**config.mk**
```make
export PLATFORM = sky130hd
export DESIGN_NAME = pipe_stage_reg_flat
export DESIGN_NICKNAME = d
export VERILOG_FILES = /design/src/rtl/pipe_pkg.sv /design/src/rtl/pipe_stage_reg_if.sv /design/src/rtl/pipe_slot.sv /design/src/rtl/pipe_stage_reg.sv /design/src/flat_wrapper.sv
export SDC_FILE = /design/constraint.sdc
export NUM_CORES = 1
export LEC_CHECK = 0
export BUFFER_PORTS_ARGS = -buffer_cell sky130_fd_sc_hd__buf_2
export CAP_MARGIN = 20
export CORE_MARGIN = 10
export CORE_UTILIZATION = 30
export CTS_CLUSTER_SIZE = 24
export DETAILED_ROUTE_END_ITERATION = 8
export HOLD_SLACK_MARGIN = 0.15
export PLACE_DENSITY_LB_ADDON = 0.2
export RECOVER_POWER = 50
export SYNTH_ARGS = -nofsm -noshare
export SYNTH_HDL_FRONTEND = slang
export SYNTH_HIERARCHICAL = 1
export SYNTH_SLANG_ARGS = --single-unit
```
**constraint.sdc**
```tcl
create_clock -name clk -period 4.3 [get_ports clk]
set_clock_uncertainty 0.15 [all_clocks]
set_input_delay 0.43 -clock clk [delete_from_list [all_inputs] [get_ports clk]]
set_output_delay 0.43 -clock clk [all_outputs]
set_load 0.02 [all_outputs]
```
**src/rtl/pipe_pkg.sv**
```systemverilog
// pipe_pkg: shared constants for the pipelined core's stage registers.
//   State encoding is {main valid, skid valid} so it can be formed
//   directly from the two slot valid bits.
package pipe_pkg;
    localparam int XLEN     = 64;
    localparam int REGIDX_W = 5;
    localparam int CTRL_W   = 8;

    localparam logic [1:0] ST_EMPTY = 2'b00;
    localparam logic [1:0] ST_ONE   = 2'b10;
    localparam logic [1:0] ST_TWO   = 2'b11;

    localparam int C_BRANCH   = 0;
    localparam int C_MEMREAD  = 1;
    localparam int C_MEMTOREG = 2;
    localparam int C_MEMWRITE = 3;
    localparam int C_REGWRITE = 4;
    localparam int C_ALUSRC   = 5;
    localparam int C_ALUOP_LO = 6;
    localparam int C_ALUOP_HI = 7;

    localparam int IFID_DATA_W  = 2 * XLEN;
    localparam int IDEX_DATA_W  = 4 * XLEN;
    localparam int EXMEM_DATA_W = 3 * XLEN;
    localparam int MEMWB_DATA_W = 2 * XLEN;

    function automatic logic [1:0] occ_of(input logic [1:0] st);
        return {1'b0, st[1]} + {1'b0, st[0]};
    endfunction
endpackage

```
**src/rtl/pipe_stage_reg_if.sv**
```systemverilog
// pipe_stage_reg_if: valid/ready stream carrying control and payload.
//   valid, ctrl, data : producer -> consumer
//   ready             : consumer -> producer
interface pipe_stage_reg_if
    import pipe_pkg::*;
#(
    parameter int CW = CTRL_W,
    parameter int DW = IDEX_DATA_W
);
    logic          valid;
    logic          ready;
    logic [CW-1:0] ctrl;
    logic [DW-1:0] data;
    modport master (output valid, ctrl, data, input ready);
    modport slave  (input valid, ctrl, data, output ready);
endinterface

```
**src/rtl/pipe_slot.sv**
```systemverilog
// pipe_slot: one valid+ctrl+data register.
//   clk     : clock
//   kill_i  : clears valid, ctrl and data (reset or flush)
//   load_i  : captures ctrl_i/data_i and sets valid
//   drain_i : clears valid and ctrl, data keeps its last value
//   valid_o, ctrl_o, data_o : registered contents
module pipe_slot #(
    parameter int CW = 8,
    parameter int DW = 256
) (
    input  logic          clk,
    input  logic          kill_i,
    input  logic          load_i,
    input  logic          drain_i,
    input  logic [CW-1:0] ctrl_i,
    input  logic [DW-1:0] data_i,
    output logic          valid_o,
    output logic [CW-1:0] ctrl_o,
    output logic [DW-1:0] data_o
);
    logic          valid_q, valid_d;
    logic [CW-1:0] ctrl_q, ctrl_d;
    logic [DW-1:0] data_q, data_d;

    always_comb begin
        valid_d = kill_i ? 1'b0 : load_i ? 1'b1 : drain_i ? 1'b0 : valid_q;
        ctrl_d  = kill_i ? '0 : load_i ? ctrl_i : drain_i ? '0 : ctrl_q;
        data_d  = kill_i ? '0 : load_i ? data_i : data_q;
    end

    always_ff @(posedge clk) begin
        valid_q <= valid_d;
        ctrl_q  <= ctrl_d;
        data_q  <= data_d;
    end

    assign valid_o = valid_q;
    assign ctrl_o  = ctrl_q;
    assign data_o  = data_q;
endmodule

```
**src/rtl/pipe_stage_reg.sv**
```systemverilog
// pipe_stage_reg: elastic pipeline-stage register with optional skid entry.
//   clk, reset  : clock, synchronous active-high reset
//   flush_i     : kills all held entries and drops the current input
//   bubble_i    : suppresses acceptance this cycle
//   up          : upstream stream (slave side)
//   dn          : downstream stream (master side), fully registered
//   occupancy_o : entries held, 0..2
module pipe_stage_reg
    import pipe_pkg::*;
#(
    parameter int CTRL_W  = 8,
    parameter int DATA_W  = 256,
    parameter bit SKID_EN = 1'b1
) (
    input  logic                    clk,
    input  logic                    reset,
    input  logic                    flush_i,
    input  logic                    bubble_i,
    pipe_stage_reg_if.slave         up,
    pipe_stage_reg_if.master        dn,
    output logic [1:0]              occupancy_o
);
    logic              mv, sv;
    logic [CTRL_W-1:0] mc, sc, m_ctrl_d;
    logic [DATA_W-1:0] md, sd, m_data_d;
    logic [1:0]        st;
    logic              kill, in_fire, out_fire;
    logic              m_load, m_drain, s_load, s_drain;

    always_comb begin
        st       = {mv, sv};
        kill     = reset | flush_i;
        out_fire = mv & dn.ready;
        // With the skid entry, ready depends only on state, so it never
        // forms a combinational path from dn.ready.
        up.ready = SKID_EN ? (!sv | flush_i) : (!mv | dn.ready | flush_i);
        in_fire  = up.valid & up.ready & !bubble_i & !flush_i;
        m_load   = (in_fire & (st == ST_EMPTY | (st == ST_ONE & out_fire)))
                 | (st == ST_TWO & out_fire);
        m_drain  = st == ST_ONE & out_fire & !in_fire;
        s_load   = SKID_EN & in_fire & st == ST_ONE & !out_fire;
        s_drain  = st == ST_TWO & out_fire;
        // Skid is older than any new input, so it refills main first.
        m_ctrl_d = sv ? sc : up.ctrl;
        m_data_d = sv ? sd : up.data;
    end

    pipe_slot #(.CW(CTRL_W), .DW(DATA_W)) u_main (
        .clk     (clk),
        .kill_i  (kill),
        .load_i  (m_load),
        .drain_i (m_drain),
        .ctrl_i  (m_ctrl_d),
        .data_i  (m_data_d),
        .valid_o (mv),
        .ctrl_o  (mc),
        .data_o  (md)
    );

    pipe_slot #(.CW(CTRL_W), .DW(DATA_W)) u_skid (
        .clk     (clk),
        .kill_i  (kill),
        .load_i  (s_load),
        .drain_i (s_drain),
        .ctrl_i  (up.ctrl),
        .data_i  (up.data),
        .valid_o (sv),
        .ctrl_o  (sc),
        .data_o  (sd)
    );

    assign dn.valid    = mv;
    assign dn.ctrl     = mc;
    assign dn.data     = md;
    assign occupancy_o = occ_of(st);
endmodule

```
**src/flat_wrapper.sv**
```systemverilog
// flat-port wrapper written by rule: the top's interface ports become plain ports
module pipe_stage_reg_flat import pipe_pkg::*;
#(
    parameter int CTRL_W  = 8,
    parameter int DATA_W  = 256,
    parameter bit SKID_EN = 1'b1
)
  (clk, reset, flush_i, bubble_i, occupancy_o, up_valid, up_ctrl, up_data, up_ready, dn_valid, dn_ctrl, dn_data, dn_ready);
  pipe_stage_reg_if #(.CW(8), .DW(256)) up_i ();
  pipe_stage_reg_if #(.CW(8), .DW(256)) dn_i ();
  input  logic clk;
  input  logic reset;
  input  logic flush_i;
  input  logic bubble_i;
  output logic [1:0] occupancy_o;
  input wire logic [$bits(up_i.valid)-1:0] up_valid;
  input wire logic [$bits(up_i.ctrl)-1:0] up_ctrl;
  input wire logic [$bits(up_i.data)-1:0] up_data;
  output wire logic [$bits(up_i.ready)-1:0] up_ready;
  output wire logic [$bits(dn_i.valid)-1:0] dn_valid;
  output wire logic [$bits(dn_i.ctrl)-1:0] dn_ctrl;
  output wire logic [$bits(dn_i.data)-1:0] dn_data;
  input wire logic [$bits(dn_i.ready)-1:0] dn_ready;
  assign up_i.valid = up_valid;
  assign up_i.ctrl = up_ctrl;
  assign up_i.data = up_data;
  assign up_ready = up_i.ready;
  assign dn_valid = dn_i.valid;
  assign dn_ctrl = dn_i.ctrl;
  assign dn_data = dn_i.data;
  assign dn_i.ready = dn_ready;
  pipe_stage_reg #(.CTRL_W(CTRL_W), .DATA_W(DATA_W), .SKID_EN(SKID_EN)) u_core (.clk(clk), .reset(reset), .flush_i(flush_i), .bubble_i(bubble_i), .up(up_i), .dn(dn_i), .occupancy_o(occupancy_o));
endmodule
```
---- Word-level counts from Yosys, hierarchy flattened ----
Cells that the tools add are included.
word-level totals
  flip-flop bits (word level) ............. 530
  input port bits ......................... 270
  output and inout bits ................... 268
operators by class
  add/sub/neg operators ................... 1
  equal/unequal tests ..................... 2
  muxes and demuxes ....................... 10
  bitwise operators ....................... 14
  reduce and logical (&&, ||, !) cells .... 8
operators by type and width
  kind                                  number
  two-way mux 256 bit                   1
  two-way mux 8 bit                     5
  AND 1 bit                             10
  logical NOT 1 bit                     5
  == test 2 bit, second input constant  2
  two-way mux 1 bit                     4
  bitwise OR 1 bit                      4
  nonzero test 2 bit                    2
  adder 1 x 1 -> 2 bit                  1
  logical NOT 2 bit                     1

---- Logic depth before layout (Yosys ltp) ----
  depth in word-level cells ............... 9
  depth in mapped cells ................... 12

---- Hierarchy ----
The synthesis kept the hierarchy.
modules (own cells, without submodules)
  module          times used  cells each  area an instance (sq um)
  pipe_slot       2           867         9341.5
  pipe_stage_reg  1           308         3413.3

---- Worst setup path after synthesis ----
No wires, ideal clock.
  path type ............................... flip-flop to flip-flop
  start point ............................. register u_core.u_skid.valid_q (netlist: u_core/u_skid/valid_o)
  end point ............................... register u_core.u_main.ctrl_q[5] (netlist: u_core/u_main/ctrl_o[5])
  setup time .............................. 0.071 ns
  arrival ................................. 2.104 ns
  path slack .............................. 1.976 ns
  cell stages (with the launch flop) ...... 12
  buffers on the path ..................... 5
  period minus slack after synthesis ...... 2.324 ns
  cell sequence ........................... dfxtp_1 -> buf_6 -> buf_6 -> buf_6 -> inv_1 -> ha_1 -> a31o_2 -> a21o_1 -> buf_2 -> buf_6 -> or3b_1 -> a21oi_1
between the ends
  cells in the longest elaborated chain, start to end .. 8
  elaborated cells on any way between the ends .. 18
  classes of those cells .................. 2 x eq/ne; 2 x mux; 10 x bitwise; 4 x reduce/logical
RTL lines
  element                                                  RTL line              text
  start: declaration                                       pipe_slot.sv:21       logic valid_q, valid_d;
  start signal: assignment                                 pipe_slot.sv:32       valid_q <= valid_d;
  logical NOT 1 bit                                        pipe_stage_reg.sv:36  up.ready = SKID_EN ? (!sv | flush_i) : (!mv | dn.ready | flush_i);
  bitwise OR 1 bit                                         pipe_stage_reg.sv:36
  AND 1 bit (3 in a row)                                   pipe_stage_reg.sv:37  in_fire = up.valid & up.ready & !bubble_i & !flush_i;
  AND 1 bit                                                pipe_stage_reg.sv:38  m_load = (in_fire & (st == ST_EMPTY | (st == ST_ONE & out_fire)))
  bitwise OR 1 bit *                                       pipe_stage_reg.sv:39  | (st == ST_TWO & out_fire);
  named net u_core.m_load                                  pipe_stage_reg.sv:28  logic m_load, m_drain, s_load, s_drain;
  two-way mux 8 bit or nonzero test 2 bit (tied branches)  -
  end signal: assignment                                   pipe_slot.sv:33       ctrl_q <= ctrl_d;
  end: declaration                                         pipe_slot.sv:22       logic [CW-1:0] ctrl_q, ctrl_d;
The timed path passes the listed nets; every way through them passes the cells marked *.
A chain may end at the register's enable or synchronous reset.

---- Worst setup path after layout ----
  start point ............................. register u_core.u_skid.valid_q (netlist: u_core/u_skid/valid_o)
  end point ............................... register u_core.u_main.data_q[170] (netlist: u_core/u_main/data_o[170])
between the ends
  elaborated cells on any way between the ends .. 14
  classes of those cells .................. 2 x eq/ne; 1 x mux; 9 x bitwise; 2 x reduce/logical
RTL lines
  element                   RTL line              text
  == test 2 bit             -
  AND 1 bit                 -
  named net u_core.s_drain  pipe_stage_reg.sv:28
  bitwise OR 1 bit          pipe_stage_reg.sv:39
  named net u_core.m_load   pipe_stage_reg.sv:28
  end signal: assignment    pipe_slot.sv:34       data_q <= data_d;
  end: declaration          pipe_slot.sv:23       logic [DW-1:0] data_q, data_d;
The timed path passes the listed nets, and every way through them passes these cells.

==> reports/metrics.sh <==
WORSTSKEWPAIRLATENCY_NS=0.60
ROUTE.DETAILED.WL_PER_INST_UM=17.8
POWER.SWITCHING_mW=2.47
POST_ROUTE_CELLS_DRIVE_ABOVE_1_SHARE_PCT=22.7
SYNTH_XOR_AREA_SHARE_PCT=0
COUNT_OF_FLIP_FLOPS_WITH_A_BUILT_IN_ENABLE_AFTER_SYNTHESIS=0
CRITICAL_PATH.REG2REG.ENDPOINT='u_core/u_main/data_o[170]$_SDFFE_PP0P_'
FLOW.AREA_GROWTH_FROM_SYNTHESIS_PCT=34.4
TIMING.SETUP.CRITICAL_PATH_CLASS='flop to flop'
LARGEST_FAMILY_OF_LOGIC_CELLS_BY_SYNTHESIZED_AREA='multiplexers'
DRT-PASS1-ITER-COUNT=5
CTS-HTREE-LEVELS=2
CORE_REGION_AREA_SQ_UM=73000
TOTALNEGATIVESETUPSLACK_NS=0
GRT_UTIL_ALL_LAYERS_PCT=15.3
NETS=3063
DRC_ERRORS=0
R2R_SLACK_NS=0.80
REGTOREGSTARTPOINT='u_core/u_skid/valid_o$_SDFFE_PP0P_'
PORT_BUFFERS=537
WL_UM=67700
SYNTH_COMPOUND_GATE_AREA_SHARE_PCT=0.719
SYNTH.CELLS.MOST_FREQUENT='sky130_fd_sc_hd__dfxtp_1 (530), sky130_fd_sc_hd__mux2i_1 (512), sky130_fd_sc_hd__nor2_1 (512), sky130_fd_sc_hd__mux2_2 (244), sky130_fd_sc_hd__buf_4 (54)'
POWERDENSITY_nW_PER_UM2=369
NUMCTSBUFFERS=60
FP.DIEAREA_SQ_UM=84900
OVERFLOW=0
FLOORPLAN.IO_PINS=538
POST_SYNTH_FA_HA_MAJ_AREA_FRACTION_PCT=0.170
YOSYS_WARNINGS=6
HOLD_END='u_core/u_skid/ctrl_o[2]$_SDFFE_PP0P_'
PLACE_CONGESTION=0.772
SYNTHARSTFLOPSHARE_PCT=0
CTSROOTBUFFERMASTER='sky130_fd_sc_hd__clkbuf_16'
ANTENNA_FOUND_INITIAL=8
POSTSYNTH.TOPFLOPCELL='sky130_fd_sc_hd__dfxtp_1'
POSTSYNTHREGISTERBITS=530
YOSYS-TOP-CELLS-AREA='sky130_fd_sc_hd__dfxtp_1 (48%), sky130_fd_sc_hd__mux2i_1 (23%), sky130_fd_sc_hd__mux2_2 (12%)'
FRACTION_OF_POWER_SPENT_SWITCHING_NETS_PCT=22.6
FINALMAXSLEWVIOLATIONS=0
FLOORPLAN.DIE.WIDTH_UM=291
FINALCOREUTILIZATION_PCT=40.7
TRITONCTS='built'
ELEMENT_TYPE_AT_THE_CRITICAL_PATH_END='flop'
SYNTH_TOP_AREA_SHARE_PCT=48.0
MIN_PATH_CELLS=2
POST_SYNTH_CELL_TYPES=24
WORST_SLEW_PIN_SLEW_NS=1.14
MAXCAPVIOLCOUNT=0
CTS_SETUP_BUFFERS=0
TIMING.HOLD.WORST.CLASS='flop to flop'
TRITONCTS_NUM_SINKS=530
WORSTPATHARRIVAL_NS=3.82
INTERNAL_POWER_mW=8.49
MUX_CELL_AREA_SHARE_AFTER_SYNTHESIS_PCT=36.6
CRITICAL_PATH_REQUIRED_NS=4.62
IR_WORST_VDD_mV=0.338
PERIOD_SHARE_PCT=81.4
CHIPHEIGHT_UM=291
POST_DRT_VIA_CELL_RATIO=4.51
SYNTHESIS.AREA_PER_INSTANCE_SQ_UM=10.8
ROW_COUNT=99
SYNTH.CELL_AREA_SQ_UM=22100
CLKTRANSATPATHREGS_NS=0.06
INITIAL_CORE_UTIL_PCT=30.3
FINAL_SETUP_VIOLATION_COUNT=0
SYNTH_FP_NETS=2315
DP.FINAL_HPWL_UM=46500
POWER_FRAC_CLOCK_PCT=46.7
ROUTED-VIA-COUNT=17100
SYN-INSTANCE-COUNT=2042
R2R_CELLS=6
DPL.CELL_COUNT=3422
RUN_STATUS='finished clean'
CTSLONGESTPATHBUFFERS=3
DETAIL-ROUTE-ANTENNA-NETS=0
YOSYSMOSTFREQUENTCELL='sky130_fd_sc_hd__dfxtp_1'
DRT-INITIAL-DRC-COUNT=626
NUMBER_OF_GLOBAL_ROUTE_VIAS_BEFORE_REPAIR=18300
POWER.SHARE.SEQUENTIAL_PCT=45.4
GRT_START_MAX_NET_PINS=144
INSTANCES_NO_FILL=3803
TOP_FANOUT_VALUE_ON_THE_CRITICAL_PATH=55
SYNTH_SEQ_AREA_SHARE_PCT=48.0
TIMING.HOLD.WORST.START='u_core/u_skid/ctrl_o[2]$_SDFFE_PP0P_'
TIMING.MAX_SLEW.REL_SLACK_PCT=24.1
GRT_FIRST_PASS_WIRELENGTH_UM=106000
CLOCK.FMAX_MHz=286
SYNTH_TOP_CELL_BY_AREA='sky130_fd_sc_hd__dfxtp_1'
TOTAL_POWER_mW=11.0
SYNTH-SIMPLE-AREA-SHARE_PCT=9.43
TIMING.CRITICAL_PATH.FROM_TYPE='flop'
HOLD_VIOLATIONS=0
PERIOD_MINUS_SLACK_NS=3.50
RSZ_0062_RAISED_AFTER_GLOBAL_ROUTING='no'
LEAKAGE_nW=10.3
PWR-SHARE-COMB_PCT=8.0
## through the flow
stage	hold slack [ns]	worst slack, ns	instance area (sq um)
2_1_floorplan	0.300	1.98	22100
3_3_place_gp	0.312	1.23	25400
3_5_place_dp	0.318	1.13	25400
4_1_cts	0.327	1.12	30000
5_1_grt	0.356	0.593	29700
6_report	0.325	0.799	29700
## final cells by class
class	count	area (sq um)
diodes	7	17.5
clock buffers	97	1840
clock inverters	12	143
fillers	7161	43300
inverters	18	67.6
multi-input cells	1340	10400
flip-flops and latches	530	10600
well taps	959	1200
repair buffers	840	5440
## how the worst max path moves through the flow
stage                                                  start                                     end  slack [ns]  depth (start not counted)
after floorplan           u_core/u_skid/valid_o$_SDFFE_PP0P_    u_core/u_main/ctrl_o[5]$_SDFFE_PP0P_        1.98                         11
after global placement    u_core/u_skid/valid_o$_SDFFE_PP0P_    u_core/u_main/data_o[0]$_SDFFE_PP0P_        1.23                          6
after detailed placement  u_core/u_skid/valid_o$_SDFFE_PP0P_  u_core/u_main/data_o[170]$_SDFFE_PP0P_        1.13                          6
after CTS                 u_core/u_skid/valid_o$_SDFFE_PP0P_  u_core/u_main/data_o[181]$_SDFFE_PP0P_        1.12                          6
after global routing      u_core/u_skid/valid_o$_SDFFE_PP0P_  u_core/u_main/data_o[248]$_SDFFE_PP0P_        0.59                          6
final                     u_core/u_skid/valid_o$_SDFFE_PP0P_  u_core/u_main/data_o[170]$_SDFFE_PP0P_        0.80                          6
## power groups by stage
| stage | registers (mW) | logic [mW] | clock network [mW] |
|---|---|---|---|
| finish | 4.97 | 0.872 | 5.12 |
| global route | 4.98 | 0.948 | 5.49 |
| CTS | 4.97 | 0.896 | 5.32 |
| detailed placement | 5.08 | 0.691 | 0 |
| global placement | 5.08 | 0.676 | 0 |
| floorplan | 5.12 | 0.364 | 0 |
## cells by family (layout without fill, tap and decap cells)
group           count (synthesis)  after routing
mux                           776            776
fa+ha+maj                       3              3
compound gates                 20             20
simple gates                  541            541
flops                         530            530
buf+inv                       172            967
other cells                     0              7
## worst max-delay path, stage by stage (launching register included)
cell and delay (ns):
sky130_fd_sc_hd__dfxtp_2 1.06, sky130_fd_sc_hd__ha_1 0.35, sky130_fd_sc_hd__and3_1 0.24, sky130_fd_sc_hd__a21o_4 0.70, sky130_fd_sc_hd__buf_12 0.42, sky130_fd_sc_hd__mux2i_1 0.25
sky130_fd_sc_hd__nor2_1 0.06
## layer usage
| metal | GRT usage (%) | up-vias | wire length (um) |
|---|---|---|---|
| met4 | 6.01 | 2 | 2530 |
| li1 | - | 8450 | - |
| met3 | 3.52 | 126 | 3260 |
| met5 | 0 | - | 12 |
| met2 | 27.6 | 402 | 34300 |
| met1 | 17.1 | 8157 | 27600 |
## placed cells by master, fill, tap and decap left out, types with 3 or more instances in the layout
master                            n
sky130_fd_sc_hd__inv_1           18
sky130_fd_sc_hd__buf_2          269
sky130_fd_sc_hd__nand2b_1         3
sky130_fd_sc_hd__a21oi_1          4
sky130_fd_sc_hd__clkbuf_1       288
sky130_fd_sc_hd__buf_12          12
sky130_fd_sc_hd__diode_2          7
sky130_fd_sc_hd__bufinv_16        3
sky130_fd_sc_hd__dfxtp_1        529
sky130_fd_sc_hd__mux2_1          20
sky130_fd_sc_hd__clkbuf_16       62
sky130_fd_sc_hd__clkbuf_8        16
sky130_fd_sc_hd__nand2_1         17
sky130_fd_sc_hd__nor2_1         512
sky130_fd_sc_hd__mux2i_1        512
sky130_fd_sc_hd__mux2_2         244
sky130_fd_sc_hd__buf_4           25
sky130_fd_sc_hd__clkinv_2         7
sky130_fd_sc_hd__dlygate4sd3_1  265
sky130_fd_sc_hd__o32ai_1         14
sky130_fd_sc_hd__ha_1             3
## sequential cells by signal, summed over array words and instances (netlist names)
| register | cells |
|---|---|
| u_core/u_main/data_o | 256 |
| u_core/u_skid/data_o | 256 |
| u_core/u_main/ctrl_o | 8 |
| u_core/u_skid/ctrl_o | 8 |
| u_core/u_main/valid_o | 1 |
| u_core/u_skid/valid_o | 1 |
## timing repair
action / 4_1_cts / 5_1_grt
gates resized for setup: 0 / 0
hold buffers: 265 / 0
endpoints found under the hold margin: 529 / 0
Note: power is estimated with default switching activity, not from simulation.
